### src/rtl/pipe_ctrl.sv
// Pipeline hazard / multi-cycle / redirect controller.
//
// Combines decode and execute stall requests, multi-cycle execute
// operations and flush/redirect requests into per-stage hold signals,
// a registered flush pulse with its redirect target, and a stall-cycle
// counter.
//
// Ports:
//   clk           rising-edge clock
//   rst           synchronous, active-high reset
//   stallreq_id   decode-stage operand-hazard stall request
//   stallreq_ex   execute-stage single-cycle stall request
//   mc_start      execute issues a multi-cycle operation
//   mc_cycles     length N of that operation (sampled with mc_start)
//   flush_req     exception / redirect request
//   flush_pc      redirect target (sampled with flush_req)
//   stall[5:0]    per-stage hold: pc, if/id, id/ex, ex/mem, mem/wb, wb
//   flush         registered one-cycle flush pulse
//   new_pc        registered redirect address, valid while flush=1
//   mc_done       multi-cycle result valid in EX this cycle
//   busy          controller not idle
//   stall_cycles  saturating count of cycles with any stall bit set
//
// state | meaning
// IDLE  | no operation in flight; plain stall requests are passed through
// MULTI | multi-cycle operation running; cnt counts down to the done cycle
// FLUSH | one-cycle flush pulse with new_pc on the pipeline registers

module pipe_ctrl (
   input  logic        clk,
   input  logic        rst,
   input  logic        stallreq_id,
   input  logic        stallreq_ex,
   input  logic        mc_start,
   input  logic [5:0]  mc_cycles,
   input  logic        flush_req,
   input  logic [31:0] flush_pc,
   output logic [5:0]  stall,
   output logic        flush,
   output logic [31:0] new_pc,
   output logic        mc_done,
   output logic        busy,
   output logic [31:0] stall_cycles
);

   typedef enum logic [1:0] {
      IDLE  = 2'd0,
      MULTI = 2'd1,
      FLUSH = 2'd2
   } state_t;

   localparam logic [5:0] STALL_EX = 6'b001111;
   localparam logic [5:0] STALL_ID = 6'b000111;

   state_t      state_q, state_d;
   logic [5:0]  cnt_q, cnt_d;
   logic        flush_q;
   logic [5:0]  req_stall;

   assign req_stall = stallreq_ex ? STALL_EX :
                      stallreq_id ? STALL_ID : 6'b000000;

   // A flush request outranks every stall source: the pipeline is about to
   // be emptied, so nothing is held in the request cycle.
   always_comb begin
      state_d = state_q;
      cnt_d   = cnt_q;
      stall   = 6'b000000;
      mc_done = 1'b0;
      if (rst) begin
         state_d = IDLE;
         cnt_d   = 6'd0;
      end else if (flush_req) begin
         state_d = FLUSH;
         cnt_d   = 6'd0;
      end else begin
         case (state_q)
            IDLE: begin
               if (mc_start) begin
                  stall   = STALL_EX;
                  // N=0 is treated as a one-cycle operation
                  cnt_d   = (mc_cycles == 6'd0) ? 6'd1 : mc_cycles;
                  state_d = MULTI;
               end else begin
                  stall = req_stall;
               end
            end
            MULTI: begin
               if (cnt_q > 6'd1) begin
                  stall = STALL_EX;
                  cnt_d = cnt_q - 6'd1;
               end else begin
                  mc_done = 1'b1;
                  stall   = req_stall;
                  cnt_d   = 6'd0;
                  state_d = IDLE;
               end
            end
            FLUSH: begin
               state_d = IDLE;
            end
            default: begin
               state_d = IDLE;
               cnt_d   = 6'd0;
            end
         endcase
      end
   end

   assign flush = flush_q & ~rst;
   assign busy  = (state_q != IDLE) & ~rst;

   always_ff @(posedge clk) begin
      if (rst) begin
         state_q      <= IDLE;
         cnt_q        <= 6'd0;
         flush_q      <= 1'b0;
         new_pc       <= 32'h0000_0000;
         stall_cycles <= 32'd0;
      end else begin
         state_q <= state_d;
         cnt_q   <= cnt_d;
         flush_q <= flush_req;
         if (flush_req) begin
            new_pc <= flush_pc;
         end
         if ((stall != 6'b000000) && (stall_cycles != 32'hFFFF_FFFF)) begin
            stall_cycles <= stall_cycles + 32'd1;
         end
      end
   end

endmodule

### config.mk
export PLATFORM = sky130hd
export DESIGN_NAME = pipe_ctrl
export DESIGN_NICKNAME = d
export VERILOG_FILES = /design/src/rtl/pipe_ctrl.sv
export SDC_FILE = /design/constraint.sdc
export NUM_CORES = 1
export LEC_CHECK = 0
export ABC_AREA = 1
export BUFFER_PORTS_ARGS = -buffer_cell sky130_fd_sc_hd__buf_2
export CAP_MARGIN = 25
export CORE_MARGIN = 1.5
export CORE_UTILIZATION = 48
export CTS_BUF_LIST = sky130_fd_sc_hd__clkbuf_8
export DETAILED_ROUTE_END_ITERATION = 16
export GPL_TIMING_DRIVEN = 0
export PLACE_DENSITY = 0.9
export RECOVER_POWER = 25
export SLEW_MARGIN = 25
export SYNTH_ARGS = -nofsm -noshare
export SYNTH_HDL_FRONTEND = slang
export SYNTH_SLANG_ARGS = --single-unit
### constraint.sdc
create_clock -name clk -period 1.58 [get_ports clk]
set_input_delay 0.079 -clock clk [delete_from_list [all_inputs] [get_ports clk]]
set_output_delay 0.079 -clock clk [all_outputs]
set_load 0.02 [all_outputs]
==> out/results.ini, run 1 <==
[pwr]
leakagePower_nw=2.54
p_per_area_nw_per_um2=725
power.total_w=0.00410
peakVddDrop_v=0.000570

[synth]
syn_area_um2=3780
ys.flop_type=dfxtp_1
synth_cell_types=31
synthCells=533
yosysTopAreaCellShare=0.387
ys_ff_latch=73
avgSynthCellArea_um2=7.09
synth.area.top_cells=dfxtp_1 39%, nand2_1 20%, a22o_1 7.4%
ys_async_sr_fraction=0
synth_edf_count=0
ys_seq_area_frac=0.387
synth_area_leader_cell=dfxtp_1
yosysWarnings=0

[place]
placed_area_um2=4520
dpl.cell_count=749
place.port_buffers=113
routabilityCongestion=0.956
dp_hpwl_um=7850

[route]
first_iter_violations=202
routedWlPerCell_um=15.8
ant_nets=0
wl_um=13100
viasPerCell=5.35
via_count=4434
drc=0
drt_first_pass_iters=5

[global_route]
grt_pass1_wl_um=20700
antenna_found_initial=0
gr-total-overflow=0
grt_usage=0.310
grt_max_degree=14
grt_pass1_vias=4440

[flow_run]
drv_cap=0

[sta]
rsz0062_at_grt=true
fin_ws_ns=-0.220
tightest_slew_ns=0.733
finalCriticalPeriod_ns=1.80
timing.fmax_mhz=555
setup_viol=39
timing_hold_violations_final=0
period_share=1.14
slew_violations=0
max-slew-margin-rel=0.512
holdWs_ns=0.0393
fin_skew_ns=0.0142

[cells_and_area]
layout-drive-gt1-share=0.347
stdcell_count=829
antenna_cells=0
fillers=611
postLayoutCoreUtil=0.736
area_growth_pct=49.7
final_nets=770
design_area_um2=5660

[worst_setup_path]
worstPathCellList=inv_4 -> ha_4 -> inv_2 -> nand2_2 -> nand3_4 -> nand2_4 -> nand3_4 -> nand2_4 -> buf_12 -> nor2_4 -> buf_12 -> buf_8 -> nand2_2 -> a21oi_1
crit_arrival_ns=2.07
worst_setup_path_start_kind=flop
crit_type=reg2reg
cpMaxStageDelayCell=dfxtp_4
required_ns=1.85
slowest_delay_ns=0.41
cp-end-kind=flop
regToRegSetupSlack_ns=-0.22
crit_fanout=8

[clock_network]
clk_latency_ns=0.35
cts-root-buf=clkbuf_8
clock_sinks=73
cts_buffers=9
htreeDepth=3
clk_pin_slew_ns=0.09
cts_tree=built
cts.path.max_buffers=2

[status]
status=finished with violations
violations=setup timing

[floorplan]
coreArea_um2=7690
die_area_um2=8410
io_pins=117
die_h_um=91.7
num_rows=32
fp.dieW_um=91.7
start_util=0.492

[min_path]
hold_path.class=in2reg

-- synthesized netlist by cell type, types with 2 or more instances --
cell type  count
dfxtp_1       73
inv_2          2
a21oi_2        5
nor2_4         3
ha_1           3
xor2_1        10
clkbuf_1       6
buf_4          4
buf_6          5
buf_2          2
nand2_1      198
xnor2_1        3
inv_1         30
a21oi_1       35
buf_1          3
nand3b_1      17
nand3_4        2
o21ai_0        7
nand2_2        3
a22o_1        32
nand4_1        8
nor2_1        66
nand3_1        7
nor2_8         2
-- critical path: cells and delay by family (launching register included) --
kind	cells	cell delay [ns]
buffers and inverters	5	0.50
AND/OR/NAND/NOR	7	0.50
flip-flops	1	0.41
adder cells (fa/ha/maj)	1	0.16
AO/OA/AOI/OAI	1	0.14
-- placed cells by master (no fill, tap or decap), types with 4 or more instances in the layout --
cell type	count
xor2_1	10
nor2_2	7
nand2_4	10
inv_1	25
a22o_1	32
clkbuf_8	9
buf_4	26
dlygate4sd3_1	32
buf_6	12
dfxtp_2	18
dfxtp_1	52
nand2_1	177
nand2_2	15
nor2_4	5
nand3_1	6
clkbuf_1	23
a21oi_1	20
a21oi_2	19
nand3b_1	17
buf_8	5
nor2_1	58
buf_2	94
inv_4	5
o21ai_0	4
nand3_4	4
nand4_1	8
-- worst paths after layout --
check	cells past startpoint	endpoint	start
worst max-delay path	14	stall_cycles[21]	cnt_q[0]
worst min-delay path	3	flush_q	flush_req
worst max register to register	14	stall_cycles[21]	cnt_q[0]
worst min register to register	1	new_pc[30]	new_pc[30]
-- sequential cells by signal (all words and copies together), names as in the netlist --
register,count
cnt_q,6
flush_q,1
new_pc,32
stall_cycles,32
state_q,2
-- kinds of logic (layout without fill, tap and decap cells) --
group,count (synthesis),after routing,share of synthesized area
AOI/OAI and AO/OA,80,80,0.143
xor gates and xnor gates,13,13,0.0301
adders and majority gates,3,3,0.00993
buffers and inverters,53,246,0.0675
DFF,73,73,0.387
other,1,2,0.000992
and+or+nand+nor,310,310,0.361
-- final cells by class --
cell class	instances	area, µm²	share of cell area
clock buffers	9	124	0.0219
flip-flops and latches	73	1500	0.264
multi-input cells	408	2320	0.410
inverters	32	133	0.0235
repair buffers	179	1240	0.219
well taps	102	128	0.0226
plain buffers	20	151	0.0268
clock inverters	6	67.6	0.0119
-- stage by stage --
stage	setup TNS, ns	worst slack, ns
2_1_floorplan	-0.457	-0.0287
3_3_place_gp	-7.39	-0.292
3_5_place_dp	-8.97	-0.353
4_1_cts	-4.24	-0.154
5_1_grt	-9.77	-0.301
6_report	-6.11	-0.220
-- metal layers --
| metal | GRT usage | wire length, µm |
|---|---|---|
| met4 | 0.136 | 376 |
| met3 | 0.0655 | 1100 |
| met5 | 0 | 0 |
| met2 | 0.557 | 6590 |
| met1 | 0.353 | 5050 |
-- timing repair --
action / 4_1_cts / 5_1_grt
gates resized for setup: 67 / 50
setup endpoints to repair: 43 / 42
setup buffers: 23 / 6
pin swaps: 10 / 14
hold endpoints to repair: 32 / 0
hold buffers: 32 / 0
gates cloned: 5 / 0
-- power by group --
part           leakage [nW]  switching [W]  internal, W
Clock                0.0921       0.000762     0.000730
Combinational          1.84       0.000358     0.000312
Sequential            0.607      0.0000454      0.00189
Power figures use the tool's default switching activity.
==> inputs of run 2 (changes only) <==
--- a/config.mk
+++ b/config.mk
@@ -9,11 +9,11 @@
 export BUFFER_PORTS_ARGS = -buffer_cell sky130_fd_sc_hd__buf_2
 export CAP_MARGIN = 25
 export CORE_MARGIN = 1.5
-export CORE_UTILIZATION = 48
+export CORE_UTILIZATION = 52
 export CTS_BUF_LIST = sky130_fd_sc_hd__clkbuf_8
 export DETAILED_ROUTE_END_ITERATION = 16
 export GPL_TIMING_DRIVEN = 0
-export PLACE_DENSITY = 0.9
+export PLACE_DENSITY = 0.92
 export RECOVER_POWER = 25
 export SLEW_MARGIN = 25
 export SYNTH_ARGS = -nofsm -noshare
==> constraint.sdc (replaced) <==
create_clock -name clk -period 2.2 [get_ports clk]
set_input_delay 0.11 -clock clk [delete_from_list [all_inputs] [get_ports clk]]
set_output_delay 0.11 -clock clk [all_outputs]
set_load 0.02 [all_outputs]
==> run 2 against run 1 <==
Effect of this change: the run ends with hold timing left; non-clock buffer count fell by 31; clock skew shrank 0.0026 ns; first-iteration DRC count up 8.9%; register-to-register slack improved by 0.37 ns.
==> out/results.ini, run 2 (synthesis results as in run 1) <==
[sta]
period_share=0.933  ; -0.207
finalCriticalPeriod_ns=2.05  ; +0.252 ns
timing_hold_violations_final=1  ; +1
rsz0062_at_grt=false
holdWs_ns=-0.00438  ; -0.0437 ns
slew_violations=0  ; unchanged
max-slew-margin-rel=0.627  ; +0.116
tns_ns=0  ; +6.11 ns
setup_viol=0  ; -100%
timing.fmax_mhz=487  ; -12%
fin_ws_ns=0.148  ; +0.368 ns
fin_skew_ns=0.0116  ; -0.00261 ns
tightest_slew_ns=0.559  ; -0.173 ns

[global_route]
gr-total-overflow=0  ; unchanged
grt_pass1_wl_um=18600  ; -10%
grt_max_degree=13  ; -1
grt_usage=0.307  ; -0.00322
antenna_found_initial=0  ; unchanged
grt_pass1_vias=4042  ; -9.0%

[pwr]
power_switching_w=0.000779  ; -33%
combPwrFrac=0.136  ; -0.027
clock_power_share=0.360  ; -0.004
leakagePower_nw=2.23  ; -12%
p_int_w=0.00199  ; -32%
p_per_area_nw_per_um2=557  ; -23%
peakVddDrop_v=0.000473  ; -17%
seqPwrFrac=0.504  ; +0.031
switching_share=0.281  ; -0.00261

[worst_setup_path]
required_ns=2.47  ; +0.62 ns
worstPathCellList=ha_1 -> clkbuf_2 -> nand3_2 -> inv_2 -> nand2_2 -> nor2_4 -> nand2_4 -> nand3_4 -> buf_6 -> nand2_1 -> a21oi_1
crit_arrival_ns=2.32  ; +0.25 ns
cp-end-kind=flop
critPathTopFamily=simple AND/OR/NAND/NOR gates
crit_type=reg2reg
cpMaxStageDelayCell=dfxtp_2
critPathLaunch=stall_cycles[0]
path_depth=11  ; -3
worst_setup_path_start_kind=flop
endpoint=stall_cycles[7]
r2r_cells=11  ; -3
slowest_delay_ns=0.42  ; about the same
critPathBufInv=3  ; -2
regToRegSetupSlack_ns=0.15  ; +0.37 ns
worst_r2r_endpoint=stall_cycles[7]
reg2reg_from=stall_cycles[0]
crit_fanout=10  ; +2

[place]
dp_worst_setup_slack_ns=0.0751  ; +0.428 ns
routabilityCongestion=0.994  ; +3.9%
dp_hpwl_um=7760  ; -1.2%
place.port_buffers=113  ; unchanged

[clock_network]
htreeDepth=3  ; unchanged
cts-root-buf=clkbuf_8
cts.path.max_buffers=2  ; unchanged
cts_tree=built
clk_pin_slew_ns=0.08  ; about the same
clk_latency_ns=0.35  ; about the same
clock_sinks=73  ; unchanged
cts_buffers=9  ; unchanged

[cells_and_area]
layout-drive-gt1-share=0.231  ; -0.116
mostFrequentLayoutCell=nand2_1
fillers=572  ; -6.4%
regArea_um2=1460  ; -2.2%
area_growth_pct=31.5
layout_common_cells=197 x nand2_1, 110 x buf_2, 72 x dfxtp_1
top_regs=new_pc x32, stall_cycles x32, cnt_q x6
antenna_cells=0  ; unchanged
final_nets=739  ; -4.0%
multi_input_area_um2=2050  ; -11%

[flow_run]
drv_cap=0  ; unchanged

[status]
violations=hold timing
status=finished with violations

[floorplan]
num_rows=30  ; -6.3%
fp.dieW_um=88.2  ; -3.8%
die_h_um=88.2  ; -3.8%
start_util=0.547  ; +0.0556
die_area_um2=7790  ; -7.4%
coreArea_um2=6910  ; -10%
io_pins=117  ; unchanged

[route]
routedWlPerCell_um=14.8  ; -6.7%
drc=0  ; unchanged
drt_first_pass_iters=6  ; +1
first_iter_violations=220  ; +8.9%
ant_nets=0  ; unchanged
viasPerCell=5.27  ; -1.4%
wl_um=11700  ; -11%
via_count=4180  ; -5.7%

[min_path]
hold_depth=3  ; unchanged
hold_path.class=in2reg

## run 2: cell count changes in the layout (fill, tap and decap cells not counted), moves of 14 or more
cell	before	now
buf_4	26	6
dfxtp_1	52	72
nand2_1	177	197
dfxtp_2	18	1
buf_2	94	110
a21oi_1	20	35
a21oi_2	19	5
## run 2: power groups by stage
| stage | registers [W] | logic, W | clock network [W] |
|---|---|---|---|
| after floorplan | 0.00146 | 0.000158 | 0 |
| after global placement | 0.00142 | 0.000309 | 0 |
| after detailed placement | 0.00142 | 0.000318 | 0 |
| after CTS | 0.00139 | 0.000360 | 0.000994 |
| after global routing | 0.00140 | 0.000402 | 0.00106 |
| final | 0.00140 | 0.000376 | 0.000996 |
## run 2: timing repair
item / 4_1_cts / 5_1_grt
hold buffers: 31 / 1
endpoints found under the hold margin: 31 / 1
setup buffers: 0 / 2
setup endpoints to repair: 2 / 33
pin swaps: 0 / 1
resized for setup: 1 / 3
gates cloned: 0 / 0
## run 2: worst min-delay path, delay by kind of cell
family,cells,cell delay [ns]
buf+inv,2,0.13
simple gates,1,0.06
## run 2: layer usage
| layer | GRT usage | wire, µm | vias up |
|---|---|---|---|
| met1 | 0.351 | 4650 | 1906 |
| met2 | 0.538 | 5770 | 197 |
| li1 | - | - | 2043 |
| met5 | 0 | 0 | - |
| met3 | 0.0709 | 876 | 34 |
| met4 | 0.152 | 403 | 0 |
## run 2: how the worst min path moves through the flow
stage	startpoint	end	slack [ns]
2_1_floorplan	flush_req	flush_q	0.23
3_3_place_gp	flush_pc[23]	new_pc[23]	0.32
3_5_place_dp	flush_pc[4]	new_pc[4]	0.32
4_1_cts	flush_pc[11]	new_pc[11]	0.003
5_1_grt	flush_req	flush_q	-0.009
6_report	flush_req	flush_q	-0.004
## run 2: final cells by class
cell class                 instances  share of cell area
multi-input combinational        408               0.413
sequential                        73               0.294
timing repair buffer             147               0.180
clock buffer                      11              0.0305
buffer                            21              0.0269
inverter                          32              0.0242
tap                               96              0.0242
clock inverter                     5             0.00604
## run 2: through the flow
| stage | cells | util | total power (W) | instance area, µm² |
|---|---|---|---|---|
| floorplan | 534 | - | 0.00162 | 3780 |
| global placement | 743 | 0.647 | 0.00173 | 4470 |
| detailed placement | 743 | 0.647 | 0.00174 | 4470 |
| CTS | 790 | 0.718 | 0.00275 | 4960 |
| global route | 793 | 0.719 | 0.00286 | 4970 |
| finish | 793 | 0.719 | 0.00277 | 4970 |
